===== src/rtl/vga_timing_out.sv =====
// VGA raster timing: free-running x/y counters, sync decode, and a delay line
// that keeps the registered syncs aligned with the downstream shaded colour.
module vga_timing_out #(
    parameter int   H_ACTIVE   = 640,
    parameter int   H_FRONT    = 16,
    parameter int   H_SYNC     = 96,
    parameter int   H_BACK     = 48,
    parameter int   V_ACTIVE   = 480,
    parameter int   V_FRONT    = 10,
    parameter int   V_SYNC     = 2,
    parameter int   V_BACK     = 33,
    parameter logic SYNC_POL   = 1'b0,
    parameter int   COLOR_W    = 4,
    parameter int   PIPE_DELAY = 2,
    parameter int   CNT_W      = 12
) (
    input  logic               clk_pix,
    input  logic               reset,
    output logic [CNT_W-1:0]   x,
    output logic [CNT_W-1:0]   y,
    output logic               active,
    output logic               frame_start,
    output logic               line_start,
    input  logic [COLOR_W-1:0] r,
    input  logic [COLOR_W-1:0] g,
    input  logic [COLOR_W-1:0] b,
    output logic [COLOR_W-1:0] vga_r,
    output logic [COLOR_W-1:0] vga_g,
    output logic [COLOR_W-1:0] vga_b,
    output logic               vga_hsync,
    output logic               vga_vsync
);

    localparam int H_TOTAL = H_ACTIVE + H_FRONT + H_SYNC + H_BACK;
    localparam int V_TOTAL = V_ACTIVE + V_FRONT + V_SYNC + V_BACK;

    localparam logic [CNT_W-1:0] H_ACT  = CNT_W'(H_ACTIVE);
    localparam logic [CNT_W-1:0] H_SS   = CNT_W'(H_ACTIVE + H_FRONT);
    localparam logic [CNT_W-1:0] H_SE   = CNT_W'(H_ACTIVE + H_FRONT + H_SYNC);
    localparam logic [CNT_W-1:0] H_LAST = CNT_W'(H_TOTAL - 1);
    localparam logic [CNT_W-1:0] V_ACT  = CNT_W'(V_ACTIVE);
    localparam logic [CNT_W-1:0] V_SS   = CNT_W'(V_ACTIVE + V_FRONT);
    localparam logic [CNT_W-1:0] V_SE   = CNT_W'(V_ACTIVE + V_FRONT + V_SYNC);
    localparam logic [CNT_W-1:0] V_LAST = CNT_W'(V_TOTAL - 1);
    localparam logic [CNT_W-1:0] ONE    = CNT_W'(1);
    localparam logic             SYNC_OFF = ~SYNC_POL;

    logic [CNT_W-1:0] x_q, x_d, y_q, y_d;
    logic             h_wrap;
    logic             active_c, hs_c, vs_c;

    always_comb begin
        h_wrap = (x_q == H_LAST);
        x_d    = h_wrap ? '0 : x_q + ONE;
        y_d    = y_q;
        if (h_wrap) begin
            y_d = (y_q == V_LAST) ? '0 : y_q + ONE;
        end
    end

    always_comb begin
        active_c = (x_q < H_ACT) && (y_q < V_ACT);
        hs_c     = (x_q >= H_SS && x_q < H_SE) ? SYNC_POL : SYNC_OFF;
        vs_c     = (y_q >= V_SS && y_q < V_SE) ? SYNC_POL : SYNC_OFF;
    end

    assign x           = x_q;
    assign y           = y_q;
    assign active      = active_c;
    assign line_start  = ~reset & (x_q == '0);
    assign frame_start = ~reset & (x_q == '0) & (y_q == '0);

    logic act_dly, hs_dly, vs_dly;

    generate
        if (PIPE_DELAY == 0) begin : g_nodly
            assign act_dly = active_c;
            assign hs_dly  = hs_c;
            assign vs_dly  = vs_c;
        end else begin : g_dly
            logic [PIPE_DELAY-1:0] act_q, act_d;
            logic [PIPE_DELAY-1:0] hs_q, hs_d;
            logic [PIPE_DELAY-1:0] vs_q, vs_d;

            always_comb begin
                act_d = (act_q << 1) | PIPE_DELAY'(active_c);
                hs_d  = (hs_q << 1) | PIPE_DELAY'(hs_c);
                vs_d  = (vs_q << 1) | PIPE_DELAY'(vs_c);
            end

            // Reset flushes the line so pre-reset state never leaks out.
            always_ff @(posedge clk_pix or posedge reset) begin
                if (reset) begin
                    act_q <= '0;
                    hs_q  <= {PIPE_DELAY{SYNC_OFF}};
                    vs_q  <= {PIPE_DELAY{SYNC_OFF}};
                end else begin
                    act_q <= act_d;
                    hs_q  <= hs_d;
                    vs_q  <= vs_d;
                end
            end

            assign act_dly = act_q[PIPE_DELAY-1];
            assign hs_dly  = hs_q[PIPE_DELAY-1];
            assign vs_dly  = vs_q[PIPE_DELAY-1];
        end
    endgenerate

    logic [COLOR_W-1:0] r_q, r_d, g_q, g_d, b_q, b_d;
    logic               hso_q, hso_d, vso_q, vso_d;

    always_comb begin
        r_d   = act_dly ? r : '0;
        g_d   = act_dly ? g : '0;
        b_d   = act_dly ? b : '0;
        hso_d = hs_dly;
        vso_d = vs_dly;
    end

    always_ff @(posedge clk_pix or posedge reset) begin
        if (reset) begin
            x_q   <= '0;
            y_q   <= '0;
            r_q   <= '0;
            g_q   <= '0;
            b_q   <= '0;
            hso_q <= SYNC_OFF;
            vso_q <= SYNC_OFF;
        end else begin
            x_q   <= x_d;
            y_q   <= y_d;
            r_q   <= r_d;
            g_q   <= g_d;
            b_q   <= b_d;
            hso_q <= hso_d;
            vso_q <= vso_d;
        end
    end

    assign vga_r     = r_q;
    assign vga_g     = g_q;
    assign vga_b     = b_q;
    assign vga_hsync = hso_q;
    assign vga_vsync = vso_q;

endmodule


===== config.mk =====
export PLATFORM = sky130hd
export DESIGN_NAME = vga_timing_out
export DESIGN_NICKNAME = d
export VERILOG_FILES = /design/src/rtl/vga_timing_out.sv
export SDC_FILE = /design/constraint.sdc
export NUM_CORES = 1
export LEC_CHECK = 0
export CAP_MARGIN = 5
export CORE_MARGIN = 4
export CORE_UTILIZATION = 51
export CTS_CLUSTER_SIZE = 40
export DETAILED_ROUTE_END_ITERATION = 12
export GPL_ROUTABILITY_DRIVEN = 0
export PLACE_DENSITY = 0.95
export SLEW_MARGIN = 20
export SYNTH_ARGS = -nofsm -noshare
export SYNTH_HDL_FRONTEND = slang
export SYNTH_SLANG_ARGS = --single-unit

===== constraint.sdc =====
create_clock -name clk_pix -period 3.8 [get_ports clk_pix]
set_clock_uncertainty 0.05 [all_clocks]
set_input_delay 0.38 -clock clk_pix [delete_from_list [all_inputs] [get_ports clk_pix]]
set_output_delay 0.38 -clock clk_pix [all_outputs]
set_load 0.02 [all_outputs]

==> key figures <==
Clock network
  – CTS root buf: clkbuf_8
  – TritonCTS clock tree: built
  – Number of buffers created by CTS: 5
  – H-tree depth: 2
  – Maximum count of clock buffers along a single path: 2
  – Number of clock sinks seen by CTS: 44
  – Worst-skew pair later-pin latency: about 0.3 ns
  – Hold_buf cts: 0
  – Post-cts repair resize count: 0
  – Post-CTS Setup Bufs: 0
  – Clock transition at the registers of the reported paths: 0.08 ns

Synth
  – Mean Syn Cell Area: around 10 µm²
  – Post-Syn Instances: 187
  – Number of flops mapped to enable cells by yosys: 0
  – Synth async-reset ratio: 1.00
  – Most used DFF post-synth: dfrtp_1
  – Fraction of synthesized cell area taken by the top area cell type: 0.490
  – Synthesized flop and latch total: 44
  – Area leader, netlist: dfrtp_1
  – Total standard cell area after synthesis: 1940 µm²
  – Synth top area cells: dfrtp_1, dfstp_2, and2_1
  – Seq/Total Area, Yosys: 0.572
  – Synth unique cells: 27
  – Yosys warning count: 0
  – Syn Nets: 205

GRT
  – Tot GR Track Use: 0.188
  – Initial antenna violation count: 0
  – Wire length of the first global-routing pass: 7.30 mm
  – Pin count of the biggest net entering global routing: 45
  – Total congestion overflow after global routing: 0
  – Number of global-route vias before repair: 1,577

Drt
  – Average routed wire per standard cell: 14.7 µm
  – Number of DRC violations after detailed-routing iteration 0: 118
  – DR pass1 iterations: 4
  – Per-cell via count in the routed design: 5.48
  – Residual antenna-violating net count after detailed routing: 0
  – Total DRC errors in the routed layout: 0
  – Total routed wirelength: between 4 and 5 mm
  – Vias post-DR: 1,601

Timing
  – Slew Limit Fails: 0
  – Worst slew pin tran: 0.532 ns
  – Final worst path period share: 0.758
  – Worst relative slew slack: 0.645
  – Unrepaired setup endpoints after global routing: false
  – Final Hold Vio Count: 0
  – Final setup TNS: 0 ns
  – Final setup violating endpoints: 0
  – Final critical path time including I/O delays and setup: 2.88 ns
  – Fmax: 347 MHz

Cells and area
  – Net count, final: 261
  – Syn-to-layout area delta: 36.1%
  – Fraction of the core area covered by cells at the end of the flow: 0.721
  – Commonest cells after routing, fill and taps aside: clkdlybuf4s50_1, dfrtp_1, inv_1
  – Share of layout cells above drive strength 1: 0.0820
  – Antenna cell count: 0
  – Most common cell after layout, fill and taps aside: clkdlybuf4s50_1

Floorplanning
  – Number of placement rows: 22
  – Number of primary I/O pins: 55
  – Area of the placeable core: 3660 µm²
  – Die extent in x: 69.7 µm
  – Initial standard-cell utilization of the core: 0.530
  – Die H: 69.7 µm
  – Die Area: 4850 µm²

Setup path
  – Startpoint types: flip-flop
  – Path type of the worst setup path: reg2out
  – Crit path DAT: 2.45 ns
  – Endpoint required time on the critical path: 3.37 ns
  – CP endpoint kind: output pin
  – Maximum fanout count along the critical path: 8

Place
  – Buffers added on ports: 54
  – Detailed Place HPWL: 3.16 mm

Job
  – Number of maximum-capacitance violations: 0

Pwr
  – Power per unit of standard cell area: 331 nW/µm²
  – Static power due to leakage: between 1 and 1.5 nW
  – Peak supply drop: between 0.2 and 0.25 mV

Hold path
  – Min-delay worst type: reg2reg

Outcome
  – Result of the run: completed
==> through the flow <==
step                hold WS, ns  total power, mW  cell area, µm²  std cells  setup slack (ns)
floorplan                 0.281            0.505            1940        187             0.749
finish                    0.305            0.875            2640        292             0.920
global route              0.311            0.903            2640        292             0.797
detailed placement        0.287            0.536            2530        284              1.24
CTS                       0.306            0.885            2640        292             0.907
global placement          0.287            0.534            2530        284              1.25
==> logic make-up (layout without fill, tap and decap cells) <==
kind of cell,after synthesis,in the layout,share of synthesized area
xor gates and xnor gates,10,10,0.0490
buffers and inverters,24,81,0.0465
DFF,44,44,0.572
adders and majority gates,4,4,0.0258
AOI/OAI and AO/OA,23,23,0.0632
and+or+nand+nor,82,82,0.244
==> per-layer routing <==
layer | up-vias | wire, µm | share of wire | track usage
met1 | 759 | 1840 | 0.43 | 0.238
met2 | 71 | 2010 | 0.47 | 0.299
met5 | - | 0 | 0 | 0
met4 | 0 | 156 | 0.036 | 0.102
met3 | 14 | 295 | 0.069 | 0.0449
li1 | 757 | - | - | -
==> where the power goes <==
part | internal, mW | total (mW) | switching, mW
sequential | 0.474 | 0.476 | 0.00165
combinational | 0.0263 | 0.0493 | 0.0230
clock | 0.194 | 0.350 | 0.155
==> worst paths after layout <==
path,start,end,slack (ns),cells past startpoint
max,x[5]$_DFF_PP0_,frame_start,0.92,4
min,g_dly.act_q[0]$_DFF_PP0_,g_dly.act_q[1]$_DFF_PP0_,0.31,0
max reg2reg,x[5]$_DFF_PP0_,y[11]$_DFFE_PP0N_,1.32,4
min reg2reg,g_dly.act_q[0]$_DFF_PP0_,g_dly.act_q[1]$_DFF_PP0_,0.31,0
max in group asynchronous,reset,vga_hsync$_DFF_PP1_,2.77,3
min in group asynchronous,reset,vga_g[2]$_DFF_PP0_,0.55,3
==> sequential cells by signal (all words and copies together) (netlist names) <==
| register | cells |
|---|---|
| vga_r | 4 |
| y | 12 |
| vga_hsync | 1 |
| x | 12 |
| g_dly.hs_q | 2 |
| vga_g | 4 |
| g_dly.vs_q | 2 |
| g_dly.act_q | 2 |
| vga_vsync | 1 |
| vga_b | 4 |
==> Yosys cell counts (5+ instances only) <==
cell type / instances
nand4_1: 10
nand2_1: 7
o21ai_0: 9
nor4_1: 6
or3_1: 6
nand3_1: 15
and2_1: 13
nor2_1: 9
dfstp_2: 6
inv_1: 17
clkbuf_1: 7
xnor2_1: 5
a21oi_1: 9
dfrtp_1: 38
==> worst max-delay path, cell delays in order (launching register included) <==
cell and delay [ns]:
dfrtp_1 0.47, or4_4 0.58, nor3_1 0.23, nor3b_1 0.23, clkdlybuf4s50_1 0.65
==> layout make-up <==
cell class                      count  area, µm²
Sequential cell                    44       1110
Inverter                           17       63.8
Clock inverter                      3       42.5
Multi-Input combinational cell    119        741
Timing Repair Buffer               56        556
Tap cell                           48       60.1
Fill cell                         249       1020
Clock buffer                        5       68.8
Power figures use the tool's default switching activity.
==> patch, RTL diff (same flow settings) <==
The parameter `SYNC_POL` goes from 1'b0 to 1'b1.
--- a/src/rtl/vga_timing_out.sv
+++ b/src/rtl/vga_timing_out.sv
@@ -9,7 +9,7 @@
     parameter int   V_FRONT    = 10,
     parameter int   V_SYNC     = 2,
     parameter int   V_BACK     = 33,
-    parameter logic SYNC_POL   = 1'b0,
+    parameter logic SYNC_POL   = 1'b1,
     parameter int   COLOR_W    = 4,
     parameter int   PIPE_DELAY = 2,
     parameter int   CNT_W      = 12
Check against the original RTL: not equivalent (a bounded check fails within 4 cycles, from zero or initial values and one cycle with reset high).
==> patch against the unedited design <==
Hold slack worse by 30 ps. Utilization up 2.2 points. Cell area down 2.3%. Worst setup slack better by 210 ps. Final cell count down 7.2%. Register-to-register slack better by 340 ps. Wire length down 11%. Synthesized area down 2.1%. Sequential cell count unchanged. Power up 0.87%. Critical endpoint unchanged. Largest cell class unchanged.
==> patch: results (changes against the unedited design) <==
sequential area share after synthesis 58.0% (+0.81 points); 1st-iter DRT viols 101 (-14%); Worst-path clk slew 80 ps (about the same); outcome finished clean; worst path arrival time 2240 ps (-210 ps); Post-Syn Nets 186 (-9.3%); CTS Buf Count 5 (unchanged); Post-CTS Setup Bufs 0 (unchanged); H-tree depth 2 (unchanged); XOR/XNOR Fraction of Synth Area 6.92% (+2.0 points); Hold WC Path Type in -> async; Crit path max-delay family simple AND/OR/NAND/NOR gates; overall routing resource usage 17.7% (-1.2 points); Post-DP HPWL 2.82 mm (-11%); synth top area cells dfrtp_1 58%, and2_1 4.3%, xnor2_1 3.7%; DR vias 1,452 (-9.3%); Post-CTS Resized 0 (unchanged); share of cells above drive strength 1 6.22% (-2.0 points); clock latency on the worst-skew pair 300 ps (about the same); Async SR Flop Fraction 100% (unchanged); Peak VDD IR 231 uV (+6.1%); fillers 241 (-3.2%); Slew headroom 55.2% (-9.3 points); port bufs 54 (unchanged); CP Max Fanout 5 (-3); mux cell area share after synthesis 0.527% (+0.53 points); Cell variety after synth 33 (+22%); Max Buffers Root-to-Sink 2 (unchanged); # diodes 0 (unchanged); initial antenna violation count 0 (unchanged); top cells by count, synth 44 x dfrtp_1, 13 x and2_1, 13 x nand2_1, 13 x nand3_1, 12 x nor2_1; nets@finish 242 (-7.3%); crit path max-delay cell type clkdlybuf4s50_1; crit path from y[8]; crit-path max cell delay 640 ps; DRT Pass-1 Iters 4 (unchanged); Lkg Pwr 1.14 nW (+6.3%); Ys Warns 0 (unchanged); first-pass GRT wire length 6.90 mm (-5.5%); reg2reg start x[0]; Synth Area in Adders 2.64% (+0.054 points); largest net degree at the start of global routing 38 (-16%); drt total wl 3.83 mm (-11%); post-synthesis compound-gate area fraction 2.64% (-3.7 points); Root Buffer Master clkbuf_8
[patch: changes by cell type after synthesis, moves of 4 or more]
cell,unedited run,this run
a21oi_1,9,2
nand2_1,7,13
clkbuf_1,7,1
o22ai_1,4,0
or3_1,6,0
nor4_1,6,2
o21ai_0,9,4
dfstp_2,6,0
inv_1,17,7
dfrtp_1,38,44
[patch: path summary, 6_finish.rpt]
path,endpoint,slack [ps],depth (start not counted)
max in group asynchronous,x[7],2750,3
setup reg to reg,y[7],1660,5
hold reg to reg,g_dly.act_q[1],300,0
hold / removal,x[1],270,2
min in group clk_pix,g_dly.act_q[1],300,0
setup / recovery,frame_start,1130,4
[patch: area by class of cell]
cell class                 count  area, um2  share of cell area [%]
clock buffer                   5       68.8                    2.67
clock inverter                 3       46.3                    1.80
inverter                       7       26.3                    1.02
multi-input combinational    111        731                    28.3
sequential                    44       1100                    42.7
tap                           46       57.6                    2.23
timing repair buffer          55        548                    21.3
[patch: metal layers]
metal / vias up / track usage, % / wire (um)
met5: - / 0 / 0
met4: 0 / 7.38 / 66
met3: 7 / 3.63 / 220
met2: 65 / 26.5 / 1780
met1: 690 / 24.9 / 1760
li1: 690 / - / -
[patch: kinds of logic after synthesis]
group,after synthesis
buf+inv,13
xor+xnor,15
simple gates,82
mux,1
compound gates,9
flops,44
fa+ha+maj,4
[patch: worst reg2reg max path, stage by stage, from the launching register on]
cell and delay (ps):
dfrtp_1 430, ha_1 210, and3_1 310, and4_1 680
nand4_1 190, xnor2_1 160
[patch: where the power goes]
| group | switching, W | total (W) | internal, W |
|---|---|---|---|
| clock network | 0.000160 | 0.000358 | 0.000198 |
| logic | 0.0000225 | 0.0000488 | 0.0000263 |
| registers | 0.00000152 | 0.000476 | 0.000474 |
| total | 0.000184 | 0.000883 | 0.000698 |
[patch: through the flow]
| step | hold slack [ps] | setup slack (ps) | cells | total power [W] | area [um2] |
|---|---|---|---|---|---|
| after floorplan | 281 | 1600 | 168 | 0.000505 | 1900 |
| after global routing | 294 | 922 | 271 | 0.000917 | 2580 |
| after CTS | 269 | 1090 | 271 | 0.000895 | 2580 |
| final | 275 | 1130 | 271 | 0.000883 | 2580 |
| after detailed placement | 285 | 1250 | 263 | 0.000535 | 2460 |
| after global placement | 281 | 1320 | 263 | 0.000534 | 2460 |
